`config.mk`:
```
export PLATFORM = sky130hd
export DESIGN_NAME = issue_stage
export DESIGN_NICKNAME = d
export VERILOG_FILES = /design/src/rtl/issue_stage_pkg.sv /design/src/rtl/issue_stage_imm.sv /design/src/rtl/issue_stage.sv
export SDC_FILE = /design/constraint.sdc
export NUM_CORES = 1
export LEC_CHECK = 0
export ABC_CLOCK_PERIOD_IN_PS = 8700
export CAP_MARGIN = 15
export CORE_MARGIN = 10
export CORE_UTILIZATION = 40
export DETAILED_ROUTE_END_ITERATION = 6
export DONT_BUFFER_PORTS = 1
export GPL_ROUTABILITY_DRIVEN = 1
export SETUP_SLACK_MARGIN = 0.5
export SYNTH_ARGS = -nofsm -noshare
export SYNTH_HDL_FRONTEND = slang
export SYNTH_SLANG_ARGS = --single-unit
```
`constraint.sdc`:
```
create_clock -name clk -period 8.7 [get_ports clk]
set_input_delay 1.74 -clock clk [delete_from_list [all_inputs] [get_ports clk]]
set_output_delay 1.74 -clock clk [all_outputs]
set_load 0.01 [all_outputs]
```
`src/rtl/issue_stage_pkg.sv`:
```
// Shared decode layout, opcode map and execute-unit encodings for the issue stage
// and the units that consume its micro-ops.
package issue_stage_pkg;

    typedef struct packed {
        logic [1:0] unit;
        logic [2:0] sub_unit;
        logic [3:0] sel;
        logic       imm;
        logic       csr;
        logic       fence;
        logic       ecall;
        logic       ebreak;
        logic       illegal;
        logic       calc_j;
    } decode_t;

    localparam logic [6:0] OP_LUI    = 7'b0110111;
    localparam logic [6:0] OP_AUIPC  = 7'b0010111;
    localparam logic [6:0] OP_JAL    = 7'b1101111;
    localparam logic [6:0] OP_JALR   = 7'b1100111;
    localparam logic [6:0] OP_BRANCH = 7'b1100011;
    localparam logic [6:0] OP_LOAD   = 7'b0000011;
    localparam logic [6:0] OP_STORE  = 7'b0100011;
    localparam logic [6:0] OP_IMM    = 7'b0010011;
    localparam logic [6:0] OP_REG    = 7'b0110011;
    localparam logic [6:0] OP_FENCE  = 7'b0001111;
    localparam logic [6:0] OP_SYSTEM = 7'b1110011;

    localparam logic [1:0] UNIT_ALU = 2'd0;
    localparam logic [1:0] UNIT_LS  = 2'd1;
    localparam logic [1:0] UNIT_CSR = 2'd2;

endpackage

```
`src/rtl/issue_stage_imm.sv`:
```
// Combinational immediate generator: raw instruction to sign-extended XLEN immediate.
// Kept standalone so the branch unit can reuse it.
module imm_gen
    import issue_stage_pkg::*;
#(
    parameter int XLEN = 32
) (
    input  logic [31:0]     instr,
    input  logic            csr_imm,
    output logic [XLEN-1:0] imm
);

    always_comb begin
        imm = '0;
        if (csr_imm) begin
            imm = XLEN'(instr[19:15]);
        end else begin
            case (instr[6:0])
                OP_LUI, OP_AUIPC: imm = XLEN'($signed({instr[31:12], 12'b0}));
                OP_JAL:    imm = XLEN'($signed({instr[31], instr[19:12], instr[20], instr[30:21], 1'b0}));
                OP_BRANCH: imm = XLEN'($signed({instr[31], instr[7], instr[30:25], instr[11:8], 1'b0}));
                OP_STORE:  imm = XLEN'($signed({instr[31:25], instr[11:7]}));
                OP_LOAD, OP_IMM, OP_JALR: imm = XLEN'($signed(instr[31:20]));
                default:   imm = '0;
            endcase
        end
    end

endmodule

```
`src/rtl/issue_stage.sv`:
```
// Issue stage: one-entry holding slot, register scoreboard and hazard check feeding a
// registered micro-op output with valid/ready handshake.
module issue_stage
    import issue_stage_pkg::*;
#(
    parameter int XLEN = 32,
    parameter int NREG = 32
) (
    input  logic            clk,
    input  logic            rst,
    input  logic            in_valid,
    output logic            in_ready,
    input  logic [31:0]     in_instr,
    input  logic [XLEN-1:0] in_pc,
    input  logic [15:0]     in_decode,
    input  logic            flush,
    input  logic            wb_valid,
    input  logic [4:0]      wb_rd,
    output logic            out_valid,
    input  logic            out_ready,
    output logic [XLEN-1:0] out_pc,
    output logic [15:0]     out_decode,
    output logic [4:0]      out_rs1,
    output logic [4:0]      out_rs2,
    output logic [4:0]      out_rd,
    output logic            out_rd_we,
    output logic [XLEN-1:0] out_imm
);

    logic            slot_valid_q, slot_valid_d;
    logic [31:0]     slot_instr_q, slot_instr_d;
    logic [XLEN-1:0] slot_pc_q, slot_pc_d;
    decode_t         slot_dec_q, slot_dec_d;
    logic            out_valid_q, out_valid_d;
    logic [XLEN-1:0] out_pc_q, out_pc_d;
    logic [XLEN-1:0] out_imm_q, out_imm_d;
    decode_t         out_dec_q, out_dec_d;
    logic [4:0]      out_rs1_q, out_rs1_d, out_rs2_q, out_rs2_d, out_rd_q, out_rd_d;
    logic            out_rd_we_q, out_rd_we_d;
    logic [NREG-1:0] sb_q, sb_d;

    logic [6:0]      opcode;
    logic [4:0]      rs1, rs2, rd;
    logic            rs1_used, rs2_used, rd_we, serial;
    logic [NREG-1:0] wb_mask, busy_eff;
    logic            operand_haz, serial_haz, hazard, issue, accept;
    logic [XLEN-1:0] slot_imm;

    imm_gen #(.XLEN(XLEN)) u_imm_gen (
        .instr  (slot_instr_q),
        .csr_imm(slot_dec_q.csr & slot_dec_q.imm),
        .imm    (slot_imm)
    );

    always_comb begin
        opcode   = slot_instr_q[6:0];
        rs1      = slot_instr_q[19:15];
        rs2      = slot_instr_q[24:20];
        rd       = slot_instr_q[11:7];
        rs1_used = !((opcode == OP_LUI) | (opcode == OP_AUIPC) | (opcode == OP_JAL)
                     | (slot_dec_q.csr & slot_dec_q.imm)
                     | slot_dec_q.fence | slot_dec_q.ecall | slot_dec_q.ebreak);
        rs2_used = (opcode == OP_BRANCH) | (opcode == OP_STORE) | (opcode == OP_REG);
        rd_we    = !((opcode == OP_BRANCH) | (opcode == OP_STORE) | slot_dec_q.fence
                     | slot_dec_q.ecall | slot_dec_q.ebreak | slot_dec_q.illegal)
                   & (rd != 5'd0);
        serial   = slot_dec_q.csr | slot_dec_q.fence | slot_dec_q.ecall | slot_dec_q.ebreak;
        // A writeback landing this cycle already frees its register for the hazard check
        wb_mask  = wb_valid ? (NREG'(1) << wb_rd) : '0;
        busy_eff = sb_q & ~wb_mask;
        operand_haz = !slot_dec_q.illegal & ((rs1_used & busy_eff[rs1])
                      | (rs2_used & busy_eff[rs2]) | (rd_we & busy_eff[rd]));
        serial_haz  = serial & ((|busy_eff) | out_valid_q);
        hazard      = operand_haz | serial_haz;
        issue       = slot_valid_q & !hazard & (!out_valid_q | out_ready) & !flush;
        in_ready    = !flush & (!slot_valid_q | issue);
        accept      = in_valid & in_ready;
    end

    always_comb begin
        slot_valid_d = slot_valid_q;
        slot_instr_d = slot_instr_q;
        slot_pc_d    = slot_pc_q;
        slot_dec_d   = slot_dec_q;
        if (flush) begin
            slot_valid_d = 1'b0;
        end else if (accept) begin
            slot_valid_d = 1'b1;
            slot_instr_d = in_instr;
            slot_pc_d    = in_pc;
            slot_dec_d   = decode_t'(in_decode);
        end else if (issue) begin
            slot_valid_d = 1'b0;
        end

        // Unused source indexes are presented as x0 so execute never forwards on them
        out_valid_d = out_valid_q;
        out_pc_d    = out_pc_q;
        out_dec_d   = out_dec_q;
        out_rs1_d   = out_rs1_q;
        out_rs2_d   = out_rs2_q;
        out_rd_d    = out_rd_q;
        out_rd_we_d = out_rd_we_q;
        out_imm_d   = out_imm_q;
        if (flush) begin
            out_valid_d = 1'b0;
        end else if (issue) begin
            out_valid_d = 1'b1;
            out_pc_d    = slot_pc_q;
            out_dec_d   = slot_dec_q;
            out_rs1_d   = rs1_used ? rs1 : 5'd0;
            out_rs2_d   = rs2_used ? rs2 : 5'd0;
            out_rd_d    = rd;
            out_rd_we_d = rd_we;
            out_imm_d   = slot_imm;
        end else if (out_ready) begin
            out_valid_d = 1'b0;
        end

        sb_d = busy_eff;
        if (issue & rd_we) sb_d[rd] = 1'b1;
        sb_d[0] = 1'b0;
    end

    always_ff @(posedge clk or posedge rst) begin
        if (rst) begin
            slot_valid_q <= 1'b0;
            slot_instr_q <= '0;
            slot_pc_q    <= '0;
            slot_dec_q   <= '0;
            out_valid_q  <= 1'b0;
            out_pc_q     <= '0;
            out_dec_q    <= '0;
            out_rs1_q    <= '0;
            out_rs2_q    <= '0;
            out_rd_q     <= '0;
            out_rd_we_q  <= 1'b0;
            out_imm_q    <= '0;
            sb_q         <= '0;
        end else begin
            slot_valid_q <= slot_valid_d;
            slot_instr_q <= slot_instr_d;
            slot_pc_q    <= slot_pc_d;
            slot_dec_q   <= slot_dec_d;
            out_valid_q  <= out_valid_d;
            out_pc_q     <= out_pc_d;
            out_dec_q    <= out_dec_d;
            out_rs1_q    <= out_rs1_d;
            out_rs2_q    <= out_rs2_d;
            out_rd_q     <= out_rd_d;
            out_rd_we_q  <= out_rd_we_d;
            out_imm_q    <= out_imm_d;
            sb_q         <= sb_d;
        end
    end

    assign out_valid  = out_valid_q;
    assign out_pc     = out_pc_q;
    assign out_decode = out_dec_q;
    assign out_rs1    = out_rs1_q;
    assign out_rs2    = out_rs2_q;
    assign out_rd     = out_rd_q;
    assign out_rd_we  = out_rd_we_q;
    assign out_imm    = out_imm_q;

endmodule

```
==> results of run 1 <==
## stage by stage
stage	util	hold slack, ns
after floorplan	-	0.476
after global placement	0.413	0.484
after detailed placement	0.413	0.489
after CTS	0.448	0.509
after global routing	0.448	0.521
final	0.448	0.507
## how the worst min path moves through the flow
stage / start / endpoint / slack, ns / cells after the start
detailed placement: slot_dec_q[12] / slot_dec_q[12] / 0.49 / 1
floorplan: slot_dec_q[0] / slot_dec_q[0] / 0.48 / 1
finish: slot_dec_q[10] / slot_dec_q[10] / 0.51 / 1
global route: slot_dec_q[9] / slot_dec_q[9] / 0.52 / 1
global placement: slot_dec_q[0] / out_decode[0] / 0.48 / 1
CTS: slot_dec_q[10] / slot_dec_q[10] / 0.51 / 1
## report_power, final
part	internal (uW)	switching [uW]
sequential	1230	366
clock	705	406
combinational	361	296
## layout make-up
class,instances,area [sq um],area share
Sequential cell,209,5230,0.463
Multi-Input combinational cell,548,4580,0.406
Clock buffer,29,681,0.0603
Tap cell,330,413,0.0366
Clock inverter,15,208,0.0184
Inverter,27,109,0.00964
Timing Repair Buffer,8,72.6,0.00643
## layout by cell type, fill, tap and decap left out, types with 4 or more instances in the layout
cell / Yosys / routed
sky130_fd_sc_hd__o22ai_1: 4 / 4
sky130_fd_sc_hd__clkbuf_16: 0 / 25
sky130_fd_sc_hd__nand3_1: 13 / 13
sky130_fd_sc_hd__nor2b_1: 7 / 7
sky130_fd_sc_hd__nand2b_1: 12 / 12
sky130_fd_sc_hd__bufinv_16: 0 / 5
sky130_fd_sc_hd__clkinv_2: 0 / 8
sky130_fd_sc_hd__o21ai_0: 37 / 37
sky130_fd_sc_hd__mux2i_1: 27 / 27
sky130_fd_sc_hd__buf_4: 4 / 7
sky130_fd_sc_hd__nand4b_1: 5 / 5
sky130_fd_sc_hd__nand4_1: 18 / 18
sky130_fd_sc_hd__clkbuf_8: 0 / 4
sky130_fd_sc_hd__dfrtp_1: 209 / 209
sky130_fd_sc_hd__nor2_1: 27 / 27
sky130_fd_sc_hd__o32ai_1: 6 / 6
sky130_fd_sc_hd__inv_1: 26 / 25
sky130_fd_sc_hd__mux2_1: 14 / 14
sky130_fd_sc_hd__a32oi_1: 5 / 5
sky130_fd_sc_hd__mux2_2: 69 / 69
sky130_fd_sc_hd__nor3_1: 14 / 14
sky130_fd_sc_hd__o31ai_1: 34 / 34
sky130_fd_sc_hd__nand2_1: 68 / 68
sky130_fd_sc_hd__a22oi_1: 8 / 8
sky130_fd_sc_hd__a21oi_1: 28 / 28
sky130_fd_sc_hd__mux2_4: 80 / 80
sky130_fd_sc_hd__nor4_1: 8 / 8
## logic make-up (layout without fill, tap and decap cells)
family | count (synthesis) | in the layout
flops | 209 | 209
compound gates | 150 | 150
mux | 191 | 191
buf+inv | 86 | 79
xor+xnor | 3 | 3
simple gates | 204 | 204
## state kept, by name, summed over array words and instances, names as in the netlist, 16 cells and up
register      count
out_imm          32
out_pc           32
slot_instr_q     32
slot_pc_q        32
sb_q             31
out_decode       16
slot_dec_q       16
## worst max-delay path, delay by kind of cell
kind	cells	cell delay (ns)
and+or+nand+nor	4	1.47
AOI/OAI and AO/OA	4	1.30
## layer usage
| metal | up-vias | track usage | part of all wire | wire [um] |
|---|---|---|---|---|
| met3 | 47 | 0.0721 | 0.12 | 3400 |
| met1 | 3364 | 0.208 | 0.40 | 11400 |
| met4 | 0 | 0.0483 | 0.023 | 649 |
| met5 | - | 0 | 0 | 0 |
| met2 | 325 | 0.259 | 0.46 | 12900 |
| li1 | 3019 | - | - | - |
==> results.md, run 1 <==
• status: completed
• first-pass iteration count of the detailed router: 5
• remaining number of nets flagged by the antenna check after routing: 0
• global placer's final weighted congestion: 0.913
• sequential share of the synthesized area: 0.512
• combinational family with the most area after synthesis: multiplexers
• number of buffers inserted during clock tree synthesis: 24
• Row Count: 58
• global route overflow: 0
• register bit count reported by yosys: 209
• number of antenna violations at the first check in global routing: 0
• Synth Area in Adders: 0
• maximum clock rate: 160 MHz
• global-route wire length before repair: 43600 um
• share of the synthesized netlist area taken by xor and xnor gates: 0.00257
• post-route DRC violation count: 0
• critical path's slowest cell: sky130_fd_sc_hd__o21ai_0
• post-route minimum period: 6.26 ns
• via total after detailed routing: 6755
• final max-slew violation count: 0
• pin count of the biggest net entering global routing: 133
• Worst setup endpoint: in_ready
• mux cell area share after synthesis: 0.238
• Starting DRT DRC Count: 639
• worst setup path start: wb_rd[4]
• Relative slew margins: 0.263
• worst flop-to-flop path startpoint: slot_instr_q[8]
• sum of routed wire length over all layers: 28300 um
• global-route total usage across every layer: 0.167
• number of port buffers: 0
• worst supply voltage drop on vdd: 0.000194 V
• post-synthesis average cell area: 12.1 sq um
• count of unique library cells instantiated by Yosys: 64
• cts hold-fix bufs: 0
• area added between synthesis and finish: 10.5%
• height of the chip: 180 um
• Least-Margin Pin Slew: 1.11 ns
• I/O pin cnt: 189
• worst hold path type: register to register
• Leak Pwr: 0.00483 uW
• Yosys top cell area share: 0.512
• final design instance area without fill: 11300 sq um
• cell count after synthesis: 843
• layout cells sized above 1: 0.262
• buffer type at the clock tree root: sky130_fd_sc_hd__clkbuf_16
• top-count cell post-synth: sky130_fd_sc_hd__dfrtp_1
• largest stage delay on the critical path: 0.61 ns
• count of H-tree levels built during CTS: 1
• fin crit share: 0.719
• most used flip-flop cell after synthesis: sky130_fd_sc_hd__dfrtp_1
• share of synthesized cell area in and, or, nand and nor gates: 0.106
• number of synthesis warnings: 0
• Post-CTS Setup Repair Bufs: 0
• Yosys top cell by area: sky130_fd_sc_hd__dfrtp_1
• type of origin of the critical path: input pin
• worst reg2reg setup slack: 3.76 ns
• number of enable flip-flop cells after synthesis: 0
• RR Endpoint: slot_instr_q[29]
• worst reg-to-reg path cell count: 10
• Post-Synthesis Cell Area: 10200 sq um
• Max FO, Critical Path: 12
• total inserted antenna cells: 0
• critical path type: input pin to output port
• DIE AREA: 32400 sq um
• average vias per placed instance: 5.79
• Setup WS post-layout: 2.44 ns
• detailed-placement wirelength estimate: 19800 um
• number of max-capacitance violations reported: 0
• number of global-route vias before repair: 6954
• number of inserted filler cells in the final layout: 2293
• Cell Count Post-Placement: 1122
• starting density of the core: 0.406
• routed wire length per instance: 24.3 um
• CTS tree: yes
• required time at the endpoint of the critical path: 6.96 ns
• x dimension of the die: 180 um
• Skew-Pair Late Insertion Delay: 0.52 ns
• power density over the cells: 298 nW/um^2
• CTS clock-pin slew for the worst setup and hold paths: 0.06 ns
• setup violators final: 0
• Cell Area, Placed: 10400 sq um
• area fraction in compound gates after synthesis: 0.101
• setup slack after placement: 2.46 ns
• RSZ-0062 raised after global routing: no
• clock skew: 0.0142 ns
• final net count: 909
• number of buffers on the longest clock path: 3
• CP Capture Type: output port
• number of gates resized after CTS: 0
• power consumption: 3360 uW
• Async SR Flop Fraction: 1.00
• post-synth net total: 934
• Post-synth top cells: sky130_fd_sc_hd__dfrtp_1 (209), sky130_fd_sc_hd__mux2_4 (80), sky130_fd_sc_hd__mux2_2 (69), sky130_fd_sc_hd__nand2_1 (68), sky130_fd_sc_hd__o21ai_0 (37)
• total negative setup slack: 0 ns
• Sinks on Clock Net: 209
• ranking of synthesized cells by area: sky130_fd_sc_hd__dfrtp_1 (51%), sky130_fd_sc_hd__mux2_4 (12%), sky130_fd_sc_hd__mux2_2 (7.6%)
• Hold Fails Final Rpt: 0
• core area: 25200 sq um
• crit path cell chain: nand2b_1 -> o21ai_0 -> o32ai_1 -> nor4_1 -> a221oi_1 -> nor4_2 -> nand4_2 -> a31oi_1
• WP data arrival: 4.52 ns
• final cell count without fillers: 1166
Power figures use the tool's default switching activity.
==> run 2, diff against run 1 <==
- ABC_CLOCK_PERIOD_IN_PS: 8700 -> 6000
- clock period: 8.7 -> 6 ns (I/O delays scaled with it)
==> run 2 against run 1 <==
Via count grew 1.7%. Critical path depth is the same. Cell count grew 1.5%. Worst hold slack lost 0.0046 ns. Setup slack lost 1.7 ns. Critical path type is now register to output port. Core utilization grew 0.56 points. Register-to-register slack lost 2.4 ns.
==> results.md, run 2 (synthesized netlist as in run 1, its figures left out) <==
• post-route DRC violation count: 0
• number of buffers inserted during clock tree synthesis: 25
• RSZ-0062 raised after global routing: no
• type of origin of the critical path: register
• CTS tree: yes
• Skew-Pair Late Insertion Delay: 0.53 ns
• final cell count without fillers: 1184
• buffer type at the clock tree root: sky130_fd_sc_hd__clkbuf_16
• CP Capture Type: output port
• worst reg2reg setup slack: 1.38 ns
• worst supply voltage drop on vdd: 0.000246 V
• number of port buffers: 0
• count of H-tree levels built during CTS: 1
• sum of routed wire length over all layers: 29300 um
• global-route wire length before repair: 45100 um
• number of antenna violations at the first check in global routing: 2
• x dimension of the die: 180 um
• I/O pin cnt: 189
• number of global-route vias before repair: 7032
• Max FO, Critical Path: 21
• critical path type: register to output port
• clock skew: 0.0125 ns
• fin crit share: 0.875
• worst setup path start: slot_instr_q[7]
• global placer's final weighted congestion: 0.900
• Leak Pwr: 0.00487 uW
• Starting DRT DRC Count: 699
• Relative slew margins: 0.247
• detailed-placement wirelength estimate: 20600 um
• setup violators final: 0
• cts hold-fix bufs: 0
• global route overflow: 0
• highest routing layer actually used: met5
• area added between synthesis and finish: 11.8%
• largest stage delay on the critical path: 1.01 ns
• first-pass iteration count of the detailed router: 5
• worst reg-to-reg path cell count: 8
• routed wl met2: 13300 um
• starting density of the core: 0.406
• CTS clock-pin slew for the worst setup and hold paths: 0.06 ns
• total negative setup slack: 0 ns
• core area: 25200 sq um
• WP data arrival: 4.05 ns
• number of gates resized after CTS: 0
• required time at the endpoint of the critical path: 4.80 ns
• worst flop-to-flop path startpoint: slot_instr_q[7]
• Post-CTS Setup Repair Bufs: 0
• via total after detailed routing: 6868
• pin count of the biggest net entering global routing: 103
• maximum clock rate: 190 MHz
• most used cell along the critical path: sky130_fd_sc_hd__a31oi_1
• Hold Fails Final Rpt: 0
• average vias per placed instance: 5.80
• remaining number of nets flagged by the antenna check after routing: 0
• status: completed
• number of buffers on the longest clock path: 3
• crit path cell chain: nand2_1 -> o31ai_1 -> a21oi_1 -> o32ai_1 -> nor4_1 -> a31oi_1 -> nand4_2 -> a31oi_1
• Row Count: 58
• met3 wire len: 3660 um
• Least-Margin Pin Slew: 1.13 ns
• Cell Count Post-Placement: 1135
• most common cell after layout, fill and taps aside: sky130_fd_sc_hd__dfrtp_1
• worst hold path type: register to register
• RR Endpoint: sb_q[10]
• routed wire length per instance: 24.7 um
• DIE AREA: 32400 sq um
• power density over the cells: 422 nW/um^2
• Sinks on Clock Net: 209
• final max-slew violation count: 0
• final net count: 923
• layout cells sized above 1: 0.271
• Worst setup endpoint: in_ready
• critical path's slowest cell: sky130_fd_sc_hd__dfrtp_1
• height of the chip: 180 um
• Post-Route M1 WL: 11800 um
• number of max-capacitance violations reported: 0
• post-route minimum period: 5.25 ns
• share of the core filled with cells in the final layout: 0.454
• global-route total usage across every layer: 0.173
• most frequent cells in the layout: sky130_fd_sc_hd__dfrtp_1 (209), sky130_fd_sc_hd__mux2_4 (80), sky130_fd_sc_hd__mux2_2 (69)
## run 2: cell types whose count changed in the layout (fill, tap and decap cells not counted), moves of 2 or more
cell / delta
sky130_fd_sc_hd__buf_12: +7
sky130_fd_sc_hd__buf_4: +6
sky130_fd_sc_hd__bufinv_16: -3
sky130_fd_sc_hd__clkbuf_1: +3
sky130_fd_sc_hd__clkbuf_8: +2
sky130_fd_sc_hd__clkinvlp_4: +2
sky130_fd_sc_hd__diode_2: +3
## run 2: worst max-delay path, delay by kind of cell (launching register included)
kind / cells / cell delay [ns]
AND/OR/NAND/NOR: 3 / 0.89
flip-flops: 1 / 1.01
AO/OA/AOI/OAI: 5 / 1.62
## run 2: layout make-up
| cell class | instances | area [sq um] |
|---|---|---|
| Tap cell | 330 | 413 |
| Timing Repair Buffer | 21 | 258 |
| Sequential cell | 209 | 5230 |
| Fill cell | 2285 | 13700 |
| Antenna cell | 3 | 7.51 |
| Multi-Input combinational cell | 548 | 4580 |
| Clock inverter | 12 | 120 |
| Clock buffer | 34 | 719 |
| Inverter | 27 | 105 |
## run 2: through the flow
stage | power, uW | area [sq um] | worst slack, ns | hold WS, ns
6_report | 4820 | 11400 | 0.748 | 0.502
2_1_floorplan | 3020 | 10200 | 1.52 | 0.476
3_3_place_gp | 3310 | 10600 | 1.08 | 0.486
3_5_place_dp | 3330 | 10600 | 1.07 | 0.489
4_1_cts | 4880 | 11400 | 0.791 | 0.503
5_1_grt | 5080 | 11400 | 0.543 | 0.517
## run 2: worst min-delay path by stage
stage                          to           from  cells after the start
floorplan           slot_dec_q[0]  slot_dec_q[0]                      1
global placement        out_pc[1]   slot_pc_q[1]                      1
detailed placement   slot_pc_q[6]   slot_pc_q[6]                      1
CTS                     out_pc[1]   slot_pc_q[1]                      1
global route         slot_pc_q[2]   slot_pc_q[2]                      1
finish                  out_pc[1]   slot_pc_q[1]                      1
## run 2: power by group
part	internal, uW	switching [uW]
clock	925	600
sequential	1780	552
combinational	543	423
total	3250	1580
## run 2: per-layer routing
layer	track usage	vias to the layer above
met5	0	-
met4	0.0404	2
met3	0.0861	51
met2	0.268	315
met1	0.212	3446
li1	-	3054
